===== src/rtl/div_unit_if.sv =====
// div_unit_if -- execute-stage divider handshake bundle.
//
// Groups the request, operand, cancel and result signals exchanged between
// the pipeline (master) and the divider (slave). Clock and reset are plain
// ports on the divider itself.
//   start      : divide request, held high until the result is consumed
//   signed_div : 1 = signed DIV, 0 = unsigned DIVU
//   opdata1    : dividend
//   opdata2    : divisor
//   annul      : cancel from the flush/exception path
//   result     : {remainder -> HI, quotient -> LO}
//   ready      : result valid
//   stall_req  : busy indication to the hazard unit
interface div_unit_if;
  logic        start;
  logic        signed_div;
  logic [31:0] opdata1;
  logic [31:0] opdata2;
  logic        annul;
  logic [63:0] result;
  logic        ready;
  logic        stall_req;

  modport master (
    output start, signed_div, opdata1, opdata2, annul,
    input  result, ready, stall_req
  );

  modport slave (
    input  start, signed_div, opdata1, opdata2, annul,
    output result, ready, stall_req
  );
endinterface


===== src/rtl/div_unit.sv =====
// div_unit -- 32-bit iterative restoring divider (DIV / DIVU).
//
// Ports:
//   clk    : single clock, rising edge
//   resetn : synchronous active-low reset
//   bus    : div_unit_if.slave (start, signed_div, opdata1, opdata2, annul
//            in; result, ready, stall_req out)
//
// One quotient bit is produced per cycle on the operand magnitudes; signs
// are applied when the last bit is known, so the result register is only
// written on entry to DONE (or cleared by annul/reset). A zero divisor skips
// the iteration and reports an all-zero result one cycle after acceptance.
module div_unit (
  input logic       clk,
  input logic       resetn,
  div_unit_if.slave bus
);

  localparam logic [1:0] IDLE = 2'd0;
  localparam logic [1:0] CALC = 2'd1;
  localparam logic [1:0] DONE = 2'd2;

  logic [1:0]  stateReg;
  logic [5:0]  cntReg;
  logic [31:0] divisorReg;
  logic [31:0] quotReg;     // holds the dividend magnitude, shifted out as quotient bits shift in
  logic [31:0] remReg;
  logic        negQuotReg;
  logic        negRemReg;
  logic [63:0] resultReg;

  logic [31:0] absDividend;
  logic [31:0] absDivisor;
  logic [32:0] remShift;
  logic        fits;
  logic [31:0] remDiff;
  logic [31:0] remNext;
  logic [31:0] quotNext;
  logic [31:0] finalQuot;
  logic [31:0] finalRem;
  logic        readyInt;

  // Negating 0x80000000 yields 0x80000000, which is exactly the unsigned
  // magnitude we want, so no special case is needed.
  assign absDividend = (bus.signed_div && bus.opdata1[31]) ? (~bus.opdata1 + 32'd1) : bus.opdata1;
  assign absDivisor  = (bus.signed_div && bus.opdata2[31]) ? (~bus.opdata2 + 32'd1) : bus.opdata2;

  // Restoring step: shift the next dividend bit into the partial remainder
  // and subtract the divisor when it fits. When it fits the true difference
  // is below the divisor, so the 32-bit modular difference is exact.
  assign remShift = {remReg, quotReg[31]};
  assign fits     = (remShift >= {1'b0, divisorReg});
  assign remDiff  = remShift[31:0] - divisorReg;
  assign remNext  = fits ? remDiff : remShift[31:0];
  assign quotNext = {quotReg[30:0], fits};

  assign finalQuot = negQuotReg ? (~quotNext + 32'd1) : quotNext;
  assign finalRem  = negRemReg  ? (~remNext  + 32'd1) : remNext;

  always_ff @(posedge clk) begin
    if (!resetn) begin
      stateReg   <= IDLE;
      cntReg     <= 6'd0;
      divisorReg <= 32'd0;
      quotReg    <= 32'd0;
      remReg     <= 32'd0;
      negQuotReg <= 1'b0;
      negRemReg  <= 1'b0;
      resultReg  <= 64'd0;
    end else if (bus.annul) begin
      stateReg  <= IDLE;
      cntReg    <= 6'd0;
      resultReg <= 64'd0;
    end else begin
      case (stateReg)
        IDLE: begin
          if (bus.start) begin
            if (bus.opdata2 == 32'd0) begin
              stateReg  <= DONE;
              resultReg <= 64'd0;
            end else begin
              stateReg   <= CALC;
              cntReg     <= 6'd0;
              divisorReg <= absDivisor;
              quotReg    <= absDividend;
              remReg     <= 32'd0;
              // Quotient is negative iff signs differ; remainder follows the dividend.
              negQuotReg <= bus.signed_div & (bus.opdata1[31] ^ bus.opdata2[31]);
              negRemReg  <= bus.signed_div & bus.opdata1[31];
            end
          end
        end
        CALC: begin
          remReg  <= remNext;
          quotReg <= quotNext;
          cntReg  <= cntReg + 6'd1;
          if (cntReg == 6'd31) begin
            stateReg  <= DONE;
            resultReg <= {finalRem, finalQuot};
          end
        end
        DONE: begin
          // Holding start keeps the result presented; no relaunch until it drops.
          if (!bus.start) begin
            stateReg <= IDLE;
          end
        end
        default: stateReg <= IDLE;
      endcase
    end
  end

  assign readyInt      = (stateReg == DONE);
  assign bus.ready     = readyInt;
  assign bus.result    = resultReg;
  assign bus.stall_req = bus.start & ~readyInt;

endmodule


===== src/flat_wrapper.sv =====
// flat-port wrapper written by rule: the top's interface ports become plain ports
module div_unit_flat 
  (clk, resetn, bus_start, bus_signed_div, bus_opdata1, bus_opdata2, bus_annul, bus_result, bus_ready, bus_stall_req);
  div_unit_if bus_i ();
  input logic clk;
  input logic resetn;
  input wire logic [$bits(bus_i.start)-1:0] bus_start;
  input wire logic [$bits(bus_i.signed_div)-1:0] bus_signed_div;
  input wire logic [$bits(bus_i.opdata1)-1:0] bus_opdata1;
  input wire logic [$bits(bus_i.opdata2)-1:0] bus_opdata2;
  input wire logic [$bits(bus_i.annul)-1:0] bus_annul;
  output wire logic [$bits(bus_i.result)-1:0] bus_result;
  output wire logic [$bits(bus_i.ready)-1:0] bus_ready;
  output wire logic [$bits(bus_i.stall_req)-1:0] bus_stall_req;
  assign bus_i.start = bus_start;
  assign bus_i.signed_div = bus_signed_div;
  assign bus_i.opdata1 = bus_opdata1;
  assign bus_i.opdata2 = bus_opdata2;
  assign bus_i.annul = bus_annul;
  assign bus_result = bus_i.result;
  assign bus_ready = bus_i.ready;
  assign bus_stall_req = bus_i.stall_req;
  div_unit u_core (.clk(clk), .resetn(resetn), .bus(bus_i));
endmodule

===== config.mk =====
export PLATFORM = sky130hd
export DESIGN_NAME = div_unit_flat
export DESIGN_NICKNAME = d
export VERILOG_FILES = /design/src/rtl/div_unit_if.sv /design/src/rtl/div_unit.sv /design/src/flat_wrapper.sv
export SDC_FILE = /design/constraint.sdc
export NUM_CORES = 1
export LEC_CHECK = 0
export BUFFER_PORTS_ARGS = -buffer_cell sky130_fd_sc_hd__buf_4
export CAP_MARGIN = 20
export CORE_ASPECT_RATIO = 0.75
export CORE_MARGIN = 2
export CORE_UTILIZATION = 60
export CTS_BUF_LIST = sky130_fd_sc_hd__clkbuf_16
export DETAILED_ROUTE_END_ITERATION = 8
export HOLD_SLACK_MARGIN = 0.02
export PLACE_DENSITY = 0.87
export SLEW_MARGIN = 20
export SYNTH_ARGS = -nofsm -noshare
export SYNTH_HDL_FRONTEND = slang
export SYNTH_SLANG_ARGS = --single-unit

===== constraint.sdc =====
create_clock -name clk -period 4.8 [get_ports clk]
set_input_delay 0.24 -clock clk [delete_from_list [all_inputs] [get_ports clk]]
set_output_delay 0.24 -clock clk [all_outputs]
set_load 0.02 [all_outputs]

======== After elaboration in Yosys (flattened, before gate mapping) ========
Cells that the tools add are included.
storage, ports and cells
  flip-flop bits (word level) ............. 170
  output and inout bits ................... 66
  logic and storage cells ................. 69
operators by class
  muxes and demuxes ....................... 23
  equality and inequality tests ........... 8
  $lt $le $gt $ge ......................... 1
  reduce and logical (&&, ||, !) cells .... 11
  bitwise operators ....................... 12
  $add $sub $neg .......................... 6
operators with widths
  operator                                              number
  2-to-1 mux 32 bit                                     9
  2-to-1 mux 64 bit                                     3
  adder 32 x 1 -> 32 bit (second input constant)        4
  inverter 32 bit                                       4
  one-hot mux 32 bit (2 select lines)                   2
  one-hot mux 64 bit (2 select lines)                   1
  >= comparator 33 x 32 -> 1 bit                        1
  zero test 32 bit                                      1
  subtractor 32 bit                                     1
  2-to-1 mux 6 bit                                      2
  one-hot mux 6 bit (2 select lines)                    1
  AND reduction 4 bit                                   3
  2-to-1 mux 2 bit                                      4
  adder 6 x 1 -> 6 bit (second input constant)          1
  equality test 6 x 5 -> 1 bit (second input constant)  1
  != test 2 bit (second input constant)                 3
  one-hot mux 2 bit (3 select lines)                    1
  AND reduction 3 bit                                   2
  != test 2 x 1 -> 1 bit (second input constant)        2
  inverter 1 bit                                        4
  bitwise AND 1 bit                                     3
  equality test 2 x 1 -> 1 bit (second input constant)  1
  equality test 2 bit (second input constant)           1
  logical AND 1 bit                                     2
  4 further kinds                                       4

======== Depth between registers and ports, before layout ========
  depth after elaboration ................. 7
  mapped depth ............................ 22
  depth with buffers taken out ............ 17

======== Worst setup path before layout ========
Ideal clock, no wire load.
  path type ............................... register -> register
  start point ............................. reg u_core.divisorReg[23]
  end point ............................... reg u_core.resultReg[60], in the netlist u_core.bus.result[60]
  arrival ................................. 4.070 ns
  setup slack ............................. 0.603 ns
  data required time ...................... 4.673 ns
  library setup time ...................... 0.127 ns
  buffers on the path ..................... 5
  cell stages (with the launch flop) ...... 23
  period minus slack after synthesis ...... 4.197 ns
  path through ............................ dfxtp_1 > inv_1 > ha_1 > buf_4 > nand4_4 > nor4_4 > a31oi_1 > o211ai_4 > or2_1 > buf_6 > buf_6 > buf_6 > buf_2 > nand2_1 > o21ai_0 > ha_1 > nand3_1 > nor3_1 > o2111ai_2 > or3_4 > o31ai_2 > xor2_1 > o21ai_1
on the way
  word-level cells in the longest chain between the ends .. 7
  elaborated cells on any way between the ends .. 8
  those cells by class .................... add/sub: 2; order compare: 1; mux: 4; bitwise: 1
RTL lines
  item                                                                        line                            source
  from (decl)                                                                 div_unit.sv:25                  logic [31:0] divisorReg;
  from (signal assigned)                                                      div_unit.sv:84                  divisorReg <= absDivisor;
  subtractor 32 bit / >= comparator 33 x 32 -> 1 bit (equally long branches)  div_unit.sv:53, div_unit.sv:52
  2-to-1 mux 32 bit (*)                                                       div_unit.sv:54                  assign remNext = fits ? remDiff : remShift[31:0];
  inverter 32 bit                                                             div_unit.sv:58                  assign finalRem = negRemReg ? (~remNext + 32'd1) : remNext;
  adder 32 x 1 -> 32 bit                                                      div_unit.sv:58
  2-to-1 mux 32 bit (*)                                                       div_unit.sv:58
  2-to-1 mux 64 bit (*)                                                       div_unit.sv:97                  if (cntReg == 6'd31) begin
  one-hot mux 64 bit (2 select lines) (*)                                     div_unit.sv:75                  case (stateReg)
  to (signal assigned)                                                        div_unit.sv:99                  resultReg <= {finalRem, finalQuot};
  to (decl)                                                                   div_unit.sv:30                  logic [63:0] resultReg;
Every way passes the cells marked *; elsewhere a longest branch is shown, timed or not. The select of a mux whose other input is x is not followed.
A chain may end at the register's enable or synchronous reset.

======== Worst setup path after layout ========
  start point ............................. reg u_core.remReg[7]
  end point ............................... reg u_core.resultReg[30], in the netlist u_core.bus.result[30]
on the way
  word-level cells in the longest chain between the ends .. 6
RTL lines
  item                                 line            source
  from (decl)                          div_unit.sv:27  logic [31:0] remReg;
  from (signal assigned)               div_unit.sv:94  remReg <= remNext;
  >= comparator 33 x 32 -> 1 bit       div_unit.sv:52  assign fits = (remShift >= {1'b0, divisorReg});
  inverter 32 bit                      div_unit.sv:57  assign finalQuot = negQuotReg ? (~quotNext + 32'd1) : quotNext;
  adder 32 x 1 -> 32 bit               div_unit.sv:57
  2-to-1 mux 32 bit                    div_unit.sv:57
  2-to-1 mux 64 bit                    div_unit.sv:97
  one-hot mux 64 bit (2 select lines)  div_unit.sv:75
Every way passes these cells. The select of a mux whose other input is x is not followed.

==> impl_metrics.csv <==
group,metric,value,unit
synthesis,netlist_area,11900,µm²
setup_path,criticalPathCategory,"reg2reg",
min_path,hp-class,"in2reg",
final_layout,drive_above_1_share,0.139,
synthesis,syn_nets,1649,
synthesis,synth_area_leaders,"dfxtp_1, nand2_1, xnor2_1, xor2_1, a21oi_1",
detailed_routing,drt_first_pass_iters,7,
power_and_ir_drop,ir_worst_vdd,0.000178,V
place,io_buffers,134,
synthesis,synth-seq-area-share,0.285,
floorplanning,fp.dieH,126,µm
synthesis,syn_inst,1542,
synthesis,ys.flop_type,"dfxtp_1",
setup_path,worstPathMaxFanout,23,
cts,htreeDepth,4,
final_layout,fillers,1598,
run,drv_cap,0,
setup_path,rr_endpoint,"u_core.bus.result[30]",
synthesis,synth_area_leader_cell,"dfxtp_1",
place,dpl_cell_area,12900,µm²
timing,rsz0062_at_grt,"no",
timing,hold_viol,0,
final_layout,antenna_cells,0,
global_routing,grt-ovfl-total,0,
floorplanning,rows,44,
place,pre_cts_slack,0.389,ns
timing,worst_slack,0.275,ns
cts,cts_sinks,170,
setup_path,cp.arrival,4.82,ns
cts,clock_latency,0.44,ns
power_and_ir_drop,p_switching,1.18,mW
detailed_routing,vias,12000,
synthesis,yosys.area.top_type_share,0.285,
final_layout,layout.cells.most_common_list,"nand2_1, dfxtp_1, buf_4",
timing,slew_headroom,0.254,
place,hpwl,25200,µm
detailed_routing,ant_nets,0,
floorplanning,start_util,0.614,
power_and_ir_drop,p_int,2.49,mW
global_routing,grt_pass1_wl,55800,µm
detailed_routing,routedWlPerCell,18.6,µm
setup_path,r2r_cells,17,
setup_path,max_stage_delay,0.44,ns
detailed_routing,routed_wl,34800,µm
power_and_ir_drop,p_seq_frac,0.407,
setup_path,crit_slowest_cell,"ha_1",
synthesis,async_flop_share,0,
setup_path,path_cells,"ha_1 -> a21oi_1 -> o21ai_1 -> a21oi_2 -> a211oi_4 -> or2_2 -> buf_4 -> inv_4 -> ha_1 -> nand3_1 -> nand2b_1 -> o31ai_2 -> and2_1 -> nand2_1 -> xor2_1 -> a22oi_1 -> nor2_1",
synthesis,ys_ff_latch,170,
power_and_ir_drop,combPwrFrac,0.229,
synthesis,synth-edff-count,0,
detailed_routing,drc,0,
min_path,hold_depth,3,
floorplanning,core,19400,µm²
place,place_congestion,0.930,
global_routing,grt_usage,0.324,
final_layout,area.growth.synth_to_final,13.3,%
timing,fin_skew,0.0116,ns
cts,path_clk_slew,0.07,ns
setup_path,regToRegSetupSlack,0.27,ns
timing,fin_crit_sh,0.943,
floorplanning,die-area,21000,µm²
setup_path,start_kind,"register",
min_path,holdPathEnd,"u_core.divisorReg[0]",
global_routing,grt_antenna_before_repair,0,
final_layout,layout.nets,1717,
final_layout,final_util,0.695,
final_layout,fin_area,13500,µm²
detailed_routing,drt-vias-per-instance,6.42,
setup_path,worstPathRequired,5.09,ns
global_routing,grt_max_degree,101,
detailed_routing,drt_iter0_markers,1500,
timing,setup_tns,0,ns
cts,clockBufferDepth,2,
cts,cts_made_buffers,17,
synthesis,yosysWarnings,0,
power_and_ir_drop,swShare,0.323,
setup_path,cp-end-kind,"register",
cts,cts_tree,"done",
timing,max_freq,0.221,GHz
final_layout,final_common_cell,"nand2_1",
timing,min_period,4.53,ns
floorplanning,pin_count,135,
global_routing,grt_pass1_vias,10900,
setup_path,cp_common_cell,"ha_1",
floorplanning,dieWidth,167,µm
power_and_ir_drop,cellLeakagePower,5.45,nW
synthesis,avgSynthCellArea,7.73,µm²
setup_path,rr_startpoint,"u_core.remReg[7]",
timing,tightest_slew,1.11,ns
timing,finalSetupViolCount,0,
power_and_ir_drop,p_clk_frac,0.364,
power_and_ir_drop,power_density,272,nW/µm²
timing,slew_viol_final,0,
cts,root_buffer,"clkbuf_16",
min_path,worstHoldStart,"bus_opdata2[0]",
run_status,status,"complete, no violations",
synthesis,synth_cell_types,90,
[registers in the layout, summed over array words and instances, names as in the netlist]
name,cells
u_core.negRemReg,1
u_core.negQuotReg,1
u_core.cntReg,6
u_core.divisorReg,32
u_core.remReg,32
u_core.bus.result,64
u_core.stateReg,2
u_core.quotReg,32
[kinds of logic (layout without fill, tap and decap cells)]
family          count (synthesis)  count (layout)  synth area share
mux                            18              18            0.0161
compound gates                458             458             0.268
buf+inv                       155             235            0.0560
simple gates                  556             556             0.226
flops                         170             170             0.285
fa+ha+maj                      38              38            0.0405
xor+xnor                      147             147             0.108
[final cells by class]
class,instances,area [µm²],share of cell area
multi-input combinational,1217,7890,0.584
sequential,170,3400,0.252
timing repair buffer,150,1140,0.0843
clock buffer,17,425,0.0315
tap,253,317,0.0234
inverter,54,205,0.0152
clock inverter,14,126,0.00936
[worst max-delay path: cells and delay by family (launching register included)]
kind                     cells  cell delay (ns)
AND/OR/NAND/NOR              6             1.29
flip-flops                   1             0.35
adder cells (fa/ha/maj)      2             0.73
XOR/XNOR                     1             0.15
buffers and inverters        2             0.51
AO/OA/AOI/OAI                6             1.32
[routing by layer]
layer / track usage / wire length (µm) / vias to the layer above
li1: - / - / 5653
met1: 0.471 / 15700 / 5649
met2: 0.484 / 15000 / 641
met3: 0.0541 / 3220 / 90
met4: 0.121 / 977 / 0
met5: 0 / 0 / -
[through the flow]
step | power (mW) | cells | hold slack (ns)
after floorplan | 2.11 | 1542 | 0.385
after global placement | 2.32 | 1843 | 0.437
after detailed placement | 2.33 | 1843 | 0.444
after CTS | 3.65 | 1874 | 0.0807
after global routing | 3.81 | 1875 | 0.0813
final | 3.67 | 1875 | 0.0791
[cell usage after synthesis, types with 37 or more instances]
cell,count
dfxtp_1,170
nand2_1,200
xnor2_1,85
a22oi_1,45
a21oi_1,100
o21ai_0,72
nor2_1,126
a21boi_0,41
inv_1,53
ha_1,37
xor2_1,62
clkbuf_1,60
nor3_1,64
[what timing repair did]
action	4_1_cts	5_1_grt
hold buffers	0	0
buffers inserted	0	1
endpoints found under the setup margin	0	5
endpoints found under the hold margin	0	0
gates resized for setup	0	3
[power groups by stage]
stage               Sequential, mW  Combinational, mW  Clock [mW]
floorplan                     1.51              0.603           0
global route                  1.50              0.914        1.40
global placement              1.52              0.798           0
CTS                           1.49              0.820        1.34
finish                        1.49              0.842        1.34
detailed placement            1.52              0.812           0
[worst max path at each step]
| stage | to | from | slack (ns) |
|---|---|---|---|
| final | u_core.bus.result[30] | u_core.remReg[7] | 0.27 |
| after global routing | u_core.bus.result[28] | u_core.remReg[7] | 0.04 |
| after CTS | u_core.bus.result[30] | u_core.remReg[7] | 0.28 |
| after detailed placement | u_core.bus.result[30] | u_core.remReg[7] | 0.39 |
| after global placement | u_core.bus.result[26] | u_core.remReg[7] | 0.53 |
| after floorplan | u_core.bus.result[60] | u_core.divisorReg[23] | 0.60 |
No activity file was read; power rests on OpenSTA's default activity.
